### src/rtl/piso_shift_tx_pkg.sv
// ---------------------------------------------------------------------------
// piso_shift_tx_pkg
// Shared definitions for the serial link blocks (transmitter now, receiver
// later): FSM state encoding and a constant-safe ceiling-log2 helper used to
// size bit counters.
// ---------------------------------------------------------------------------
package piso_shift_tx_pkg;

  // Two-state transmitter FSM.
  typedef enum logic {
    ST_IDLE  = 1'b0,
    ST_SHIFT = 1'b1
  } state_t;

  // Ceiling log2; usable in parameter/localparam context.
  function automatic int clog2(input int value);
    int result;
    int rem;
    result = 0;
    rem    = value - 1;
    while (rem > 0) begin
      result = result + 1;
      rem    = rem >> 1;
    end
    return result;
  endfunction

endpackage

### src/rtl/piso_shift_tx_bit_counter.sv
// ---------------------------------------------------------------------------
// piso_shift_tx_bit_counter
// Modulo-MODULUS up-counter tracking the bit position within a serial word.
// Shared with the future receiver.
// Ports:
//   i_clk    in   clock, rising edge
//   i_rst_n  in   asynchronous active-low clear
//   i_start  in   synchronous load of 0 (has priority over i_en)
//   i_en     in   advance by one, wrapping MODULUS-1 -> 0
//   o_count  out  current count
//   o_tc     out  terminal count (count == MODULUS-1)
// ---------------------------------------------------------------------------
module piso_shift_tx_bit_counter #(
  parameter int MODULUS = 8,
  parameter int CNT_W   = 3
) (
  input  logic             i_clk,
  input  logic             i_rst_n,
  input  logic             i_start,
  input  logic             i_en,
  output logic [CNT_W-1:0] o_count,
  output logic             o_tc
);

  localparam logic [CNT_W-1:0] LAST = CNT_W'(MODULUS - 1);

  logic [CNT_W-1:0] r_count;

  always_ff @(posedge i_clk or negedge i_rst_n) begin
    if (!i_rst_n) begin
      r_count <= '0;
    end else if (i_start) begin
      r_count <= '0;
    end else if (i_en) begin
      r_count <= (r_count == LAST) ? '0 : r_count + 1'b1;
    end
  end

  assign o_count = r_count;
  assign o_tc    = (r_count == LAST);

endmodule

### src/rtl/piso_shift_tx.sv
// ---------------------------------------------------------------------------
// piso_shift_tx
// Parallel-in/serial-out transmitter. A word is accepted on a rising C edge
// where LOAD & READY, then sent one bit per clock on SO with SO_VALID framing
// and DONE flagging the last bit. Back-to-back words stream with no gap.
// Ports:
//   C         in   clock, rising edge
//   CLR       in   asynchronous active-low reset
//   D         in   parallel word (sampled only on the accepting edge)
//   LOAD      in   word valid
//   READY     out  a word can be accepted this cycle
//   SO        out  serial data (registered), IDLE_VAL when idle
//   SO_VALID  out  SO carries a data bit (registered)
//   DONE      out  last bit of a word is on SO (registered)
// ---------------------------------------------------------------------------
module piso_shift_tx
  import piso_shift_tx_pkg::*;
#(
  parameter int DATA_WIDTH = 8,
  parameter bit MSB_FIRST  = 1'b1,
  parameter bit IDLE_VAL   = 1'b1
) (
  input  logic                  C,
  input  logic                  CLR,
  input  logic [DATA_WIDTH-1:0] D,
  input  logic                  LOAD,
  output logic                  READY,
  output logic                  SO,
  output logic                  SO_VALID,
  output logic                  DONE
);

  localparam int               CNT_W  = clog2(DATA_WIDTH);
  localparam logic [CNT_W-1:0] PENULT = CNT_W'(DATA_WIDTH - 2);

  state_t                r_state;
  state_t                w_state_next;
  logic [DATA_WIDTH-1:0] r_shift;
  logic [DATA_WIDTH-1:0] w_shift_next;
  logic                  r_so;
  logic                  w_so_next;
  logic                  r_so_valid;
  logic                  w_so_valid_next;
  logic                  r_done;
  logic                  w_done_next;
  logic [CNT_W-1:0]      w_count;
  logic                  w_tc;
  logic                  w_ready;
  logic                  w_accept;
  logic                  w_cnt_en;

  // Bit that goes out first from a word, in the configured order.
  function automatic logic first_bit(input logic [DATA_WIDTH-1:0] w);
    return MSB_FIRST ? w[DATA_WIDTH-1] : w[0];
  endfunction

  // Word with the first-sent bit consumed, so the next bit sits in first place.
  function automatic logic [DATA_WIDTH-1:0] shift_once(input logic [DATA_WIDTH-1:0] w);
    return MSB_FIRST ? {w[DATA_WIDTH-2:0], 1'b0} : {1'b0, w[DATA_WIDTH-1:1]};
  endfunction

  // Ready while idle and also during the last bit, which gives gap-free streaming.
  assign w_ready  = (r_state == ST_IDLE) | ((r_state == ST_SHIFT) & w_tc);
  assign w_accept = LOAD & w_ready;
  // The counter wraps to 0 on leaving the last bit, so it is already 0 in IDLE.
  assign w_cnt_en = (r_state == ST_SHIFT);

  piso_shift_tx_bit_counter #(
    .MODULUS (DATA_WIDTH),
    .CNT_W   (CNT_W)
  ) u_bit_counter (
    .i_clk   (C),
    .i_rst_n (CLR),
    .i_start (w_accept),
    .i_en    (w_cnt_en),
    .o_count (w_count),
    .o_tc    (w_tc)
  );

  // State register plus the registered datapath/outputs.
  always_ff @(posedge C or negedge CLR) begin
    if (!CLR) begin
      r_state    <= ST_IDLE;
      r_shift    <= '0;
      r_so       <= IDLE_VAL;
      r_so_valid <= 1'b0;
      r_done     <= 1'b0;
    end else begin
      r_state    <= w_state_next;
      r_shift    <= w_shift_next;
      r_so       <= w_so_next;
      r_so_valid <= w_so_valid_next;
      r_done     <= w_done_next;
    end
  end

  // Next-state logic.
  always_comb begin
    w_state_next = r_state;
    case (r_state)
      ST_IDLE:  if (LOAD) w_state_next = ST_SHIFT;
      ST_SHIFT: if (w_tc && !LOAD) w_state_next = ST_IDLE;
      default:  w_state_next = ST_IDLE;
    endcase
  end

  // Output/datapath next values. The shift register always holds the bits
  // still to be sent, with the next one in first-bit position.
  always_comb begin
    w_shift_next    = r_shift;
    w_so_next       = IDLE_VAL;
    w_so_valid_next = 1'b0;
    w_done_next     = 1'b0;
    if (w_accept) begin
      w_shift_next    = shift_once(D);
      w_so_next       = first_bit(D);
      w_so_valid_next = 1'b1;
    end else if ((r_state == ST_SHIFT) && !w_tc) begin
      w_shift_next    = shift_once(r_shift);
      w_so_next       = first_bit(r_shift);
      w_so_valid_next = 1'b1;
      // Next bit is the last one when moving from W-2 to W-1.
      w_done_next     = (w_count == PENULT);
    end
  end

  assign READY    = w_ready;
  assign SO       = r_so;
  assign SO_VALID = r_so_valid;
  assign DONE     = r_done;

endmodule

### config.mk
export PLATFORM = sky130hd
export DESIGN_NAME = piso_shift_tx
export DESIGN_NICKNAME = d
export VERILOG_FILES = /design/src/rtl/piso_shift_tx_pkg.sv /design/src/rtl/piso_shift_tx_bit_counter.sv /design/src/rtl/piso_shift_tx.sv
export SDC_FILE = /design/constraint.sdc
export NUM_CORES = 1
export LEC_CHECK = 0
export ABC_CLOCK_PERIOD_IN_PS = 1900
export CAP_MARGIN = 20
export CORE_MARGIN = 2
export CORE_UTILIZATION = 47
export DETAILED_ROUTE_END_ITERATION = 12
export PLACE_DENSITY = 0.75
export SETUP_SLACK_MARGIN = 0.02
export SKIP_LAST_GASP = 1
export SYNTH_ARGS = -nofsm -noshare
export SYNTH_HDL_FRONTEND = slang
export SYNTH_SLANG_ARGS = --single-unit
### constraint.sdc
create_clock -name C -period 1.9 [get_ports C]
set_input_delay 0.38 -clock C [delete_from_list [all_inputs] [get_ports C]]
set_output_delay 0.38 -clock C [all_outputs]
set_load 0.01 [all_outputs]
# --- Word level (Yosys, flattened, before mapping) ---
# Index checks and enable logic that the tools add are counted.
word_totals:
  register_bits: 15
  input_bits: 11
  output_inout_bits: 4
classes:
  add_sub_neg: 1
  n_eq_ne: 2
  muxes: 14
  n_bitwise: 4
  reduce_logical: 6
ops:
  columns: ["operator", "count"]
  rows:
  - ["$mux W8", 2]
  - ["$mux W3", 3]
  - ["$mux W1", 8]
  - ["$eq A3 B3 Y1 const B", 2]
  - ["$reduce_bool A2 Y1", 2]
  - ["$add A3 B1 Y3 const B", 1]
  - ["$and A1 B1 Y1", 2]
  - ["$logic_and A1 B1 Y1", 2]
  - ["$logic_not A1 Y1", 2]
  - ["$pmux W1 S2", 1]
  - ["$not A1 Y1", 1]
  - ["$or A1 B1 Y1", 1]

# --- Logic depth before layout (Yosys ltp) ---
# Gate-level depths: netlist (run 1).
depth:
  depth_word: 5
  depth_mapped: 5
  ltp_nobuf: 4

# --- By module ---
# From an unflattened synthesis (run 1), not the netlist that was laid out.
hier_totals:
  cells_unflattened: 48
  area_unflattened_um2: 706.9
by_module_without_submodules:
  columns: ["module", "instances", "cells_per_inst", "area_each_um2"]
  rows:
  - ["piso_shift_tx", 1, 35, 550.5]
  - ["piso_shift_tx_bit_counter", 1, 13, 156.4]

# --- Worst setup path before layout (run 1) ---
# OpenSTA, ideal clock, no wires.
synth_path:
  kind: "register -> register"
  startpoint: "reg u_bit_counter.r_count[0] (netlist: u_bit_counter.o_count[0])"
  endpoint: "reg r_shift[5]"
  setup_ns: 0.125
  t_arrival_ns: 1.407
  path_slack_ns: 0.367
  stages_incl_launch_ff: 6
  period_less_slack_ns: 1.533
  cell_sequence: "dfrtp_1 ha_1 ha_1 nand2b_2 buf_6 mux2_4"
synth_via:
  elab_chain_len: 5
  word_cells_on_any_way: 8
synth_rtl:
  columns: ["item", "line", "rtl"]
  rows:
  - ["start: declaration", "piso_shift_tx_bit_counter.sv:27", "logic [CNT_W-1:0] r_count;"]
  - ["start signal: assignment", "piso_shift_tx_bit_counter.sv:35", "r_count <= (r_count == LAST) ? '0 : r_count + 1'b1;"]
  - ["$eq A3 B3 Y1 *", "piso_shift_tx_bit_counter.sv:40", "assign o_tc = (r_count == LAST);"]
  - ["$and A1 B1 Y1 *", "piso_shift_tx.sv:63", "assign w_ready = (r_state == ST_IDLE) | ((r_state == ST_SHIFT) & w_tc);"]
  - ["$or A1 B1 Y1 *", "piso_shift_tx.sv:63", null]
  - ["named net READY", "piso_shift_tx.sv:27", "output logic READY,"]
  - ["$and A1 B1 Y1 *", "piso_shift_tx.sv:64", "assign w_accept = LOAD & w_ready;"]
  - ["$mux W8 / $reduce_bool A2 Y1 (equally long branches)", null, null]
  - ["end signal: assignment", "piso_shift_tx.sv:90", "r_shift <= w_shift_next;"]
  - ["end: declaration", "piso_shift_tx.sv:38", "logic [DATA_WIDTH-1:0] r_shift;"]
# The timed path passes the listed nets; every way through them passes the cells marked *.
# A chain may end at the register's enable or synchronous reset.

# --- Worst setup path after layout (run 1) ---
layout_path:
  startpoint: "reg u_bit_counter.r_count[0] (netlist: u_bit_counter.o_count[0])"
  endpoint: "out READY"
layout_via:
  elab_chain_len: 3
layout_rtl:
  columns: ["item", "line"]
  rows:
  - ["$eq A3 B3 Y1", "piso_shift_tx_bit_counter.sv:40"]
  - ["$and A1 B1 Y1", "piso_shift_tx.sv:63"]
  - ["$or A1 B1 Y1", "piso_shift_tx.sv:63"]
  - ["end: declaration", "piso_shift_tx.sv:27"]
# Every way passes these cells.

==> results of run 1 <==
[synth_stat cells (all sizes together)]
cell     instances
mux2            14
dfrtp           13
nand2b           4
ha               3
buf              2
nand2            2
nor2             2
a32o             1
and2             1
dfstp            1
inv              1
o21ai            1
o2bb2ai          1
or3b             1
[per-stage QoR]
step / setup WS (ns) / hold WS, ns / total power, uW / util, % / instances
after floorplan: 0.3675 / 0.08441 / 796.8 / - / 47
after global placement: 0.1032 / 0.4831 / 926.2 / 62.87 / 76
after detailed placement: 0.08889 / 0.4930 / 941.9 / 62.87 / 76
after CTS: 0.05890 / 0.4993 / 1138 / 66.00 / 82
after global routing: 0.1149 / 0.5213 / 1213 / 65.62 / 82
final: 0.1883 / 0.4893 / 1119 / 65.62 / 82
[logic make-up after synthesis]
family / synth area share, %
AND/OR/NAND/NOR: 8.505
adder cells (fa/ha/maj): 5.546
flip-flops: 51.94
AO/OA/AOI/OAI: 3.512
multiplexers: 26.62
buffers and inverters: 3.881
[registers in the layout, indices dropped and copies added (netlist names)]
register and cells:
r_shift 7, SO_VALID 1, DONE 1, SO 1, r_state 1, u_bit_counter.o_count 3
[routing by layer]
layer	part of all wire [%]	wire, um	vias up	track usage [%]
li1	-	-	205	-
met1	47	491	194	16.53
met2	45	470	11	23.44
met3	6.3	65	2	5.652
met4	1.1	11	0	7.742
met5	0	0	-	0
[path summary, 6_finish.rpt]
| check | from | end | cells past startpoint |
|---|---|---|---|
| worst max-delay path | u_bit_counter.o_count[0] | READY | 4 |
| worst min-delay path | CLR | r_state | 1 |
| worst max register to register | u_bit_counter.o_count[0] | r_shift[6] | 5 |
| worst min register to register | r_shift[7] | SO | 1 |
| max in group asynchronous | CLR | r_shift[7] | 1 |
| min in group C | r_shift[7] | SO | 1 |
[power breakdown]
part	switching [uW]	total [uW]	leakage [uW]	internal, uW
clock network	83.7	165	0.0000150	81.1
registers	56.0	473	0.000172	417
logic	185	481	0.000214	297
[critical path, delay by kind of cell (launching register included)]
family | cells | cell delay [ns]
fa+ha+maj | 2 | 0.38
buf+inv | 1 | 0.13
flops | 1 | 0.38
simple gates | 1 | 0.18
[timing repair]
action	CTS	global route
pin swaps	0	0
setup endpoints to repair	1	1
hold endpoints to repair	0	0
resized for setup	2	1
cloned	0	0
buffers inserted	2	0
hold buffers	0	0
[cell type report]
cell class | count | area [um2] | area share [%]
Tap cell | 15 | 18.77 | 2.171
Multi-Input combinational cell | 30 | 299.0 | 34.59
Inverter | 1 | 3.754 | 0.4342
Clock buffer | 4 | 26.28 | 3.039
Sequential cell | 14 | 351.6 | 40.67
Timing Repair Buffer | 18 | 165.2 | 19.10
==> run metrics, run 1 <==
synthesis-to-layout area growth=27.73%; setup repair after global routing missed its margin=false; most prevalent standard cell on the critical path=sky130_fd_sc_hd__ha_1; final layout net count=82; Critical Path AT=1.33 ns; routed via count divided by cell count=approximately 5.0; gate count after technology mapping=47; clock root buffer=sky130_fd_sc_hd__clkbuf_4; number of iterations in the first detailed-routing pass=2; insertion delay to the later sink of the worst-skew pair=0.27 ns; final estimated routing congestion in global placement=between 0.6 and 0.7; FILL cells=108; die width=41.95 um; largest voltage drop on the vdd net=approximately 0.78 mV; startpoint class of the critical path=flip-flop; count of input and output buffers=14; maximum number of pins on one net before global-route repair=15; crit end category=output pin; Final ANT Viol Nets=0; post-layout instance area=slightly below 900 um2; biggest cell delay along the critical path=between 0.3 and 0.4 ns; total I/O pin count=15; number of setup violations in the final report=0; Clock Tree Buf Depth=2; leakage power=approximately 0.00040 uW; worst-case clock skew=0.007093 ns; die area=1760 um2; CTS tree=built; final critical delay including setup and external delays=roughly 1.7 ns; worst setup path class=flip-flop to output pin; final hold violation count=0; GRT Resource Usage Total=14.56%; vias after detailed routing=between 400 and 500; library cells used by synthesis=16; result of the run=complete, no violations; antenna fix cells=0; number of warnings printed during yosys synthesis=0; clock-pin slew of the registers on the worst-case setup and hold paths=0.08 ns; number of rows created at floorplan=13; cell chain of the critical path=ha_1 > ha_1 > nand2b_2 > clkbuf_2; via count of the first global-routing pass=443; Max-slew headroom=59.36%; cell with the largest stage delay on the worst path=sky130_fd_sc_hd__dfrtp_1; wire length reported by the detailed router=a little over 1000 um; maxcap violations=0; Data required, critical path=between 1.5 and 2 ns; initial standard-cell utilization of the core=between 50% and 60%; transition at the pin with the smallest max-transition slack=0.6076 ns; fraction of the yosys area taken by sequential cells=approximately half; Max Freq=roughly 0.58 GHz; Inserted Clock Buffers=3; top cell type by total area after synthesis=sky130_fd_sc_hd__dfrtp_1; post-synthesis instance area=roughly 680 um2; leading cell types in the layout, fill and taps excluded=13 x sky130_fd_sc_hd__dfrtp_1, 13 x sky130_fd_sc_hd__clkdlybuf4s50_1, 8 x sky130_fd_sc_hd__mux2_2; Power per Cell Area=around 1300 nW/um2; share of the synthesized area in the top cell type=48.06%; Period Utilization, post-route=approximately nine tenths; post-placement cell area=about 830 um2; number of max-slew violations in the final report=0; number of sinks driven by the clock tree=14; worst-path fanout max=2; number of antenna violations at the first check in global routing=0; R2R setup slack=approximately 0.36 ns; post-detailed-route DRC marker count=0; TNS Setup=0 ns; average footprint of a synthesized cell=around 14 um2; first-pass GRT wire length=roughly 1900 um; detailed-placement wirelength estimate=719.7 um; routed length per instance=12.66 um; Yosys reg bits=14; ranking of synthesized cells by area=sky130_fd_sc_hd__dfrtp_1 48%, sky130_fd_sc_hd__mux2_2 13%, sky130_fd_sc_hd__mux2_4 13%, sky130_fd_sc_hd__ha_1 5.5%, sky130_fd_sc_hd__dfstp_2 3.9%; drt initial violations=2; share of post-route cells with drive strength above 1=between 30% and 40%; synthesized net count=61; worst min path class=input port to async pin; number of H-tree levels=1; vertical die dimension=approximately 42 um; Floorplan Core Area=1318 um2; overflow left after global routing=0
(Power assumes the default switching activity.)
==> run 2: changes to the inputs <==
--- a/config.mk
+++ b/config.mk
@@ -9,6 +9,7 @@
 export CAP_MARGIN = 20
 export CORE_MARGIN = 2
 export CORE_UTILIZATION = 47
+export CTS_CLUSTER_DIAMETER = 80
 export DETAILED_ROUTE_END_ITERATION = 12
 export PLACE_DENSITY = 0.75
 export SETUP_SLACK_MARGIN = 0.02
==> results of run 2 <==
The final DEF is identical to that of run 1; final timing and power are the same.
